`src/rtl/cnn_pkg.sv`:
```
// Shared CNN streaming definitions: default map geometry, common widths and
// the feature-map scan FSM state encoding.
package cnn_pkg;

  localparam int MAP_W_DEF       = 14;
  localparam int MAP_H_DEF       = 14;
  localparam int KERNEL_SIZE_DEF = 3;
  localparam int ADDR_W_DEF      = 8;
  localparam int PX_W            = 8;
  localparam int COORD_W         = 8;

  typedef enum logic [1:0] {
    ST_IDLE  = 2'd0,
    ST_READ  = 2'd1,
    ST_DRAIN = 2'd2,
    ST_DONE  = 2'd3
  } scan_state_t;

endpackage

```
`src/rtl/fm_pos_counter.sv`:
```
// Row-major pixel position tracker. row/col name the pixel that is being
// presented while en is high; wrap flags the final pixel of the map.
module fm_pos_counter
  import cnn_pkg::*;
#(
  parameter int MAP_W = MAP_W_DEF,
  parameter int MAP_H = MAP_H_DEF,
  parameter int CNT_W = COORD_W
) (
  input  logic             clk,
  input  logic             rst,
  input  logic             clr,
  input  logic             en,
  output logic             wrap,
  output logic [CNT_W-1:0] row,
  output logic [CNT_W-1:0] col
);

  localparam logic [CNT_W-1:0] COL_LAST = CNT_W'(MAP_W - 1);
  localparam logic [CNT_W-1:0] ROW_LAST = CNT_W'(MAP_H - 1);

  assign wrap = en && (row == ROW_LAST) && (col == COL_LAST);

  // Advance col on every enabled pixel, stepping row when col wraps.
  always_ff @(posedge clk) begin
    // NOTE: sequential state uses non-blocking assignments so every register
    // samples pre-edge values, independent of statement order.
    if (rst || clr) begin
      row <= '0;
      col <= '0;
    end else if (en) begin
      if (col == COL_LAST) begin
        col <= '0;
        row <= (row == ROW_LAST) ? '0 : row + 1'b1;
      end else begin
        col <= col + 1'b1;
      end
    end
  end

endmodule

```
`src/rtl/fm_streamer.sv`:
```
// Feature-map streamer: scans a MAP_W x MAP_H map out of an external
// one-cycle-latency RAM in row-major order, feeds each pixel to a line
// buffer and flags when the KxK taps hold a complete in-map window.
module fm_streamer
  import cnn_pkg::*;
#(
  parameter int MAP_W       = MAP_W_DEF,
  parameter int MAP_H       = MAP_H_DEF,
  parameter int KERNEL_SIZE = KERNEL_SIZE_DEF,
  parameter int ADDR_W      = ADDR_W_DEF
) (
  input  logic               clk,
  input  logic               rst,
  input  logic               start,
  input  logic               stall,
  output logic               ram_en,
  output logic [ADDR_W-1:0]  ram_addr,
  input  logic [PX_W-1:0]    ram_data,
  output logic [PX_W-1:0]    px_data,
  output logic               px_en,
  output logic               win_valid,
  output logic [COORD_W-1:0] win_row,
  output logic [COORD_W-1:0] win_col,
  output logic               busy,
  output logic               done
);

  localparam logic [ADDR_W-1:0]  LAST_ADDR = ADDR_W'(MAP_W * MAP_H - 1);
  localparam logic [COORD_W-1:0] K_OFF     = COORD_W'(KERNEL_SIZE - 1);

  scan_state_t        state;
  logic               rd_valid;
  logic               last_win;
  logic               scan_clr;
  logic               pos_wrap;
  logic               win_hit;
  logic [COORD_W-1:0] pos_row;
  logic [COORD_W-1:0] pos_col;

  // Reads issue only while scanning and not held; a held RAM keeps its
  // output, so a pending pixel survives any length of stall.
  assign ram_en   = (state == ST_READ) && !stall;
  assign px_en    = rd_valid && !stall;
  assign px_data  = rd_valid ? ram_data : '0;
  assign scan_clr = (state == ST_IDLE) && start;
  assign win_hit  = px_en && (pos_row >= K_OFF) && (pos_col >= K_OFF);

  fm_pos_counter #(
    .MAP_W(MAP_W),
    .MAP_H(MAP_H),
    .CNT_W(COORD_W)
  ) u_pos (
    .clk (clk),
    .rst (rst),
    .clr (scan_clr),
    .en  (px_en),
    .wrap(pos_wrap),
    .row (pos_row),
    .col (pos_col)
  );

  // Scan sequencing: address generation, busy/done and state transitions.
  always_ff @(posedge clk) begin
    if (rst) begin
      state    <= ST_IDLE;
      ram_addr <= '0;
      busy     <= 1'b0;
      done     <= 1'b0;
    end else begin
      unique case (state)
        ST_IDLE: begin
          done <= 1'b0;
          if (start) begin
            state    <= ST_READ;
            ram_addr <= '0;
            busy     <= 1'b1;
          end
        end
        ST_READ: begin
          if (!stall) begin
            if (ram_addr == LAST_ADDR) state <= ST_DRAIN;
            else                       ram_addr <= ram_addr + 1'b1;
          end
        end
        ST_DRAIN: begin
          // last_win rises together with the final win_valid, so done
          // lands exactly one cycle after it.
          if (last_win) begin
            state <= ST_DONE;
            busy  <= 1'b0;
            done  <= 1'b1;
          end
        end
        ST_DONE: begin
          done  <= 1'b0;
          state <= ST_IDLE;
        end
        default: state <= ST_IDLE;
      endcase
    end
  end

  // Read-valid tracks the RAM's one-cycle latency and freezes under stall.
  always_ff @(posedge clk) begin
    if (rst)         rd_valid <= 1'b0;
    else if (!stall) rd_valid <= ram_en;
  end

  // Window qualification, registered to line up with the shifted taps.
  always_ff @(posedge clk) begin
    if (rst) begin
      win_valid <= 1'b0;
      last_win  <= 1'b0;
      win_row   <= '0;
      win_col   <= '0;
    end else begin
      win_valid <= win_hit;
      last_win  <= pos_wrap;
      if (win_hit) begin
        win_row <= pos_row - K_OFF;
        win_col <= pos_col - K_OFF;
      end
    end
  end

endmodule

```
`config.mk`:
```
export PLATFORM = sky130hd
export DESIGN_NAME = fm_streamer
export DESIGN_NICKNAME = d
export VERILOG_FILES = /design/src/rtl/cnn_pkg.sv /design/src/rtl/fm_pos_counter.sv /design/src/rtl/fm_streamer.sv
export SDC_FILE = /design/constraint.sdc
export NUM_CORES = 1
export LEC_CHECK = 0
export CELL_PAD_IN_SITES_DETAIL_PLACEMENT = 1
export CELL_PAD_IN_SITES_GLOBAL_PLACEMENT = 1
export CORE_MARGIN = 2
export CORE_UTILIZATION = 30
export CTS_BUF_LIST = sky130_fd_sc_hd__clkbuf_8
export DETAILED_ROUTE_END_ITERATION = 8
export GPL_ROUTABILITY_DRIVEN = 1
export GPL_TIMING_DRIVEN = 1
export PLACE_DENSITY_LB_ADDON = 0.1
export SETUP_SLACK_MARGIN = 0.02
export SLEW_MARGIN = 25
export SYNTH_ARGS = -nofsm -noshare
export SYNTH_HDL_FRONTEND = slang
export SYNTH_SLANG_ARGS = --single-unit
```
`constraint.sdc`:
```
create_clock -name clk -period 3.6 [get_ports clk]
set_input_delay 0.36 -clock clk [delete_from_list [all_inputs] [get_ports clk]]
set_output_delay 0.36 -clock clk [all_outputs]
set_load 0.005 [all_outputs]
```
==> results.sh, run 1 <==
export IMPL_setup_viol=0
export IMPL_synth_nets=319
export IMPL_cts_max_path_buffers=2
export IMPL_regArea_sq_um=941
export IMPL_synthTopCellsByCount="47 x dfxtp_1, 26 x a21oi_1, 22 x nor2_1"
export IMPL_hold_path_class="register to register"
export IMPL_gr_total_overflow=0
export IMPL_net_switching_power_uw=393
export IMPL_antenna_cells=0
export IMPL_synth_top_family_by_area="simple AND/OR/NAND/NOR gates"
export IMPL_areaGrowthSynthToFinish_pct=24.9
export IMPL_synth_top_area_share_pct=36.5
export IMPL_synth_compound_area_share_pct=19.7
export IMPL_worst_pin_slew_ps=784
export IMPL_grt_pass1_vias=2169
export IMPL_crit_path_max_fanout=12
export IMPL_synth_distinct_cells=48
export IMPL_power_share_sequential_pct=44.1
export IMPL_gp_congestion=0.720
export IMPL_num_vias=2255
export IMPL_p_per_area_mw_per_mm2=392
export IMPL_dp_slack_ps=853
export IMPL_insertion_delay_ps=320
export IMPL_max_freq_mhz=403
export IMPL_netlist_area_sq_mm=0.00257
export IMPL_drt_pass1_iter_count=4
export IMPL_synth_seq_cells=47
export IMPL_p_sw_share_pct=31.2
export IMPL_synth_simple_gate_area_share_pct=24.1
export IMPL_synth_area_leaders="dfxtp_1 37%, ha_1 6.8%, a21oi_1 5.1%"
export IMPL_p_comb_share_pct=22.6
export IMPL_cts_max_level=2
export IMPL_ant_nets=0
export IMPL_clkTransAtPathRegs_ps=100
export IMPL_die_w_um=96.6
export IMPL_p_leak_nw=1.08
export IMPL_synth_edf_count=0
export IMPL_core_sq_mm=0.00826
export IMPL_routed_via_density=5.14
export IMPL_yosys_mux_area_fraction_pct=0.437
export IMPL_worst_ep_arrival_time_ps=2120
export IMPL_postSynthAreaPerCell_sq_um=8.79
export IMPL_synthCells=293
export IMPL_yosys_area_share_adder_pct=6.80
export IMPL_drive_gt1_share_pct=10.2
export IMPL_internal_power_uw=868
export IMPL_pwr_share_clk_pct=33.3
export IMPL_worst_slack_ps=1120
export IMPL_yosysMostFrequentCell="dfxtp_1"
export IMPL_hold_violations=0
export IMPL_synthFlopType="dfxtp_1"
export IMPL_vdd_ir_drop_max_uv=139
export IMPL_ios=49
export IMPL_synth_top_area_cell="dfxtp_1"
export IMPL_cts_resized=0
export IMPL_numPortBuffers=48
export IMPL_maxCapViolations=0
export IMPL_timing_hold_ws_ps=500
export IMPL_drc=0
export IMPL_crit_path_end_kind="primary output"
export IMPL_slew_headroom_pct=47.2
export IMPL_outcome="complete, no violations"
export IMPL_grt_max_degree=28
export IMPL_yosysSeqAreaShare_pct=36.5
export IMPL_wl_per_cell_um=15.8
export IMPL_crit_path_start_kind="primary input"
export IMPL_cts_hold_buf=0
export IMPL_fin_crit_sh_pct=68.9
export IMPL_initial_utilization_pct=31.2
export IMPL_dieArea_sq_mm=0.00934
export IMPL_tritoncts="done"
export IMPL_cts_setup_buffers=0
export IMPL_multi_input_area_sq_mm=0.00149
export IMPL_dp_hpwl_um=5130
export IMPL_rows=33
export IMPL_chipHeight_um=96.6
export IMPL_grtUsageTotal_pct=14.8
export IMPL_synth_async_reset_ratio_pct=0
export IMPL_drt_iter0_drc=54
export IMPL_setup_tns_final_ps=0
export IMPL_period_needed_ps=2480
export IMPL_synth_xor_area_share_pct=6.80
export IMPL_crit_required_ps=3240
export IMPL_root_buffer="clkbuf_8"
export IMPL_grt_pass1_wl_um=11200
export IMPL_grt_antenna_before_repair=0
export IMPL_rsz0062_at_grt="false"
export IMPL_path_class="primary input to primary output"
export IMPL_fin_worst_skew_ps=9.60
export IMPL_ys_warn_count=0
export IMPL_wl_um=6920
export IMPL_slew_violations=0
export IMPL_layout_nets=359
export IMPL_cts_sinks=47
export IMPL_fin_util_pct=39.0
export IMPL_numCtsBuffers=5
export IMPL_n_fill_cell=987
state kept, by name, indices dropped and copies added (netlist names):
signal and cells:
ram_addr 8, busy 1, done 1, rd_valid 1
last_win 1, u_pos.col 8, state 2, u_pos.row 8
win_col 8, win_row 8, win_valid 1
placed cells by master, fill, tap and decap left out, drive strengths merged, types with 4 or more instances in the layout:
cell	count
xnor2	14
nor3	7
nor4	5
and2	8
xor2	6
clkdlybuf4s50	48
a21oi	32
ha	14
a311oi	4
nand2b	7
nand3	7
a211oi	9
dfxtp	47
o21ai	14
nor2	23
nand2	20
clkbuf	5
nand4	8
or3	10
inv	14
final timing paths:
| kind | depth (start not counted) | start | slack [ps] | end |
|---|---|---|---|---|
| hold reg to reg | 2 | win_col[1] | 500 | win_col[1] |
| setup reg to reg | 5 | rd_valid | 1330 | win_row[3] |
| setup / recovery | 4 | stall | 1120 | px_en |
| hold / removal | 2 | win_col[1] | 500 | win_col[1] |
worst max-delay path: stages:
cell	delay, ps
clkdlybuf4s50_1	530
nand2b_1	380
inv_1	270
clkdlybuf4s50_1	580
metrics by stage:
step           cell area [sq um]  cells  power (mW)
6_report                    3220    439        1.26
5_1_grt                     3220    439        1.34
4_1_cts                     3220    439        1.28
3_5_place_dp                3100    431       0.856
3_3_place_gp                3100    431       0.852
2_1_floorplan               2570    293       0.746
cells by family after synthesis:
logic type | count (synthesis)
and+or+nand+nor | 113
xor gates and xnor gates | 20
buffers and inverters | 29
DFF | 47
adders and majority gates | 14
AOI/OAI and AO/OA | 69
muxes | 1
routing by layer:
metal	share of wire (%)	up-vias	global-route usage, %	routed length [um]
met5	0	-	0	0
met4	1.3	0	4.44	88
met3	4.7	7	3.97	326
met2	45	49	22.8	3110
met1	49	1079	20.2	3390
li1	-	1120	-	-
power by group through the flow:
stage	combinational (mW)	sequential, mW	clock, mW
floorplan	0.184	0.562	0
global placement	0.282	0.569	0
detailed placement	0.287	0.569	0
CTS	0.290	0.557	0.431
global route	0.321	0.561	0.461
finish	0.285	0.556	0.420
area by class of cell:
class                           instances  share of cell area (%)
Timing Repair Buffer                   49                    15.2
Multi-Input combinational cell        217                    46.4
Sequential cell                        47                    29.2
Tap cell                              105                    4.08
Clock buffer                            5                    2.14
Inverter                               13                    1.52
Clock inverter                          3                    1.48
No activity file was read; power rests on OpenSTA's default activity.
==> inputs of run 2 (changes only) <==
- clock period: 3.6 -> 2.3 ns (I/O delays scaled with it)
==> results.sh, run 2 (synthesized netlist as in run 1, its figures left out) <==
export IMPL_outcome="complete, no violations"
export IMPL_maxCapViolations=0
export IMPL_chipHeight_um=96.6
export IMPL_vdd_ir_drop_max_uv=301
export IMPL_gp_congestion=0.701
export IMPL_wl_um=7110
export IMPL_power_share_sequential_pct=43.6
export IMPL_fin_util_pct=40.4
export IMPL_numPortBuffers=48
export IMPL_p_sw_share_pct=31.0
export IMPL_fin_worst_skew_ps=2.82
export IMPL_worst_ep_arrival_time_ps=1860
export IMPL_crit_path_end_kind="primary output"
export IMPL_crit_path_max_fanout=10
export IMPL_root_buffer="clkbuf_8"
export IMPL_grt_pass1_wl_um=12200
export IMPL_min_to="win_col[0]"
export IMPL_cts_setup_buffers=0
export IMPL_worst_pin_slew_ps=803
export IMPL_drc=0
export IMPL_hold_violations=0
export IMPL_dp_slack_ps=124
export IMPL_hold_path_class="register to register"
export IMPL_numCtsBuffers=5
export IMPL_timing_hold_ws_ps=495
export IMPL_p_per_area_mw_per_mm2=596
export IMPL_hp_start="win_col[0]"
export IMPL_rsz0062_at_grt="false"
export IMPL_cts_resized=0
export IMPL_drive_gt1_share_pct=14.3
export IMPL_antenna_cells=0
export IMPL_drt_pass1_iter_count=4
export IMPL_fin_crit_sh_pct=90.7
export IMPL_setup_viol=0
export IMPL_layout_commonest_cell="clkdlybuf4s50_1"
export IMPL_ant_nets=0
export IMPL_grt_antenna_before_repair=0
export IMPL_core_sq_mm=0.00826
export IMPL_rows=33
export IMPL_grt_max_degree=22
export IMPL_ios=49
export IMPL_drt_iter0_drc=53
export IMPL_die_w_um=96.6
export IMPL_r2r_cells=4
export IMPL_net_switching_power_uw=617
export IMPL_worst_slack_ps=213
export IMPL_grtUsageTotal_pct=15.9
export IMPL_wl_per_cell_um=15.6
export IMPL_clkTransAtPathRegs_ps=100
export IMPL_dieArea_sq_mm=0.00934
export IMPL_path_class="register to primary output"
export IMPL_reg2reg_to="win_row[3]"
export IMPL_insertion_delay_ps=310
export IMPL_tritoncts="done"
export IMPL_gr_total_overflow=0
export IMPL_pwr_share_clk_pct=32.8
export IMPL_cts_sinks=47
export IMPL_routed_via_density=5.09
export IMPL_cts_max_path_buffers=2
export IMPL_layout_nets=375
export IMPL_p_comb_share_pct=23.6
export IMPL_crit_path_start_kind="register"
export IMPL_slew_violations=0
export IMPL_r2r_start="u_pos.col[6]"
export IMPL_p_leak_nw=1.16
export IMPL_internal_power_mw=1.37
export IMPL_cts_max_level=2
export IMPL_num_vias=2316
export IMPL_cts_hold_buf=0
export IMPL_slew_headroom_pct=46.4
export IMPL_r2r_slack_ps=300
export IMPL_areaGrowthSynthToFinish_pct=29.6
export IMPL_period_needed_ps=2090
export IMPL_initial_utilization_pct=31.2
export IMPL_grt_pass1_vias=2408
export IMPL_mostFrequentLayoutCells="48 x clkdlybuf4s50_1, 47 x dfxtp_1, 26 x a21oi_1, 22 x nor2_1, 20 x nand2_1"
export IMPL_max_freq_mhz=479
export IMPL_crit_required_ps=2070
export IMPL_setup_tns_final_ps=0
export IMPL_holdPathStages=2
export IMPL_dp_hpwl_um=5450
## run 2: cell types whose count changed in the layout (fill, tap and decap cells not counted), sizes merged
cell,change
buf,+16
## run 2: per-layer routing
layer  up-vias  global-route usage (%)  wire length [um]
met4         0                    4.23                86
met1      1110                    20.9              3390
met3         6                    3.83               323
met2        50                    26.3              3310
li1       1150                       -                 -
met5         -                       0                 0
## run 2: power groups by stage
stage | sequential [mW] | clock [mW] | combinational [mW]
floorplan | 0.879 | 0 | 0.288
CTS | 0.868 | 0.674 | 0.478
finish | 0.867 | 0.653 | 0.469
global placement | 0.886 | 0 | 0.470
detailed placement | 0.887 | 0 | 0.474
global route | 0.875 | 0.709 | 0.531
## run 2: metrics by stage
| stage | power (mW) | instance area (sq um) | cells |
|---|---|---|---|
| 6_report | 1.99 | 3340 | 455 |
| 5_1_grt | 2.12 | 3340 | 455 |
| 4_1_cts | 2.02 | 3340 | 455 |
| 3_5_place_dp | 1.36 | 3220 | 447 |
| 3_3_place_gp | 1.36 | 3220 | 447 |
| 2_1_floorplan | 1.17 | 2570 | 293 |
## run 2: layout make-up
type | count | area [sq um]
Inverter | 13 | 48.8
Clock inverter | 3 | 47.5
Tap cell | 105 | 131
Multi-Input combinational cell | 217 | 1490
Clock buffer | 5 | 68.8
Timing Repair Buffer | 65 | 608
Sequential cell | 47 | 941
Fill cell | 988 | 4920
## run 2: how the worst max path moves through the flow
stage                       from         end  slack [ps]
finish                  state[1]      ram_en         210
global route            state[1]      ram_en          20
CTS                     state[1]      ram_en         170
detailed placement         stall  win_col[3]         120
global placement           stall  win_row[3]         160
floorplan           u_pos.row[4]  win_col[2]         380
## run 2: critical path, stage by stage, from the launching register on
cell and delay (ps):
dfxtp_1 340, inv_1 70, ha_1 350, nor2b_1 230
clkdlybuf4s50_1 550
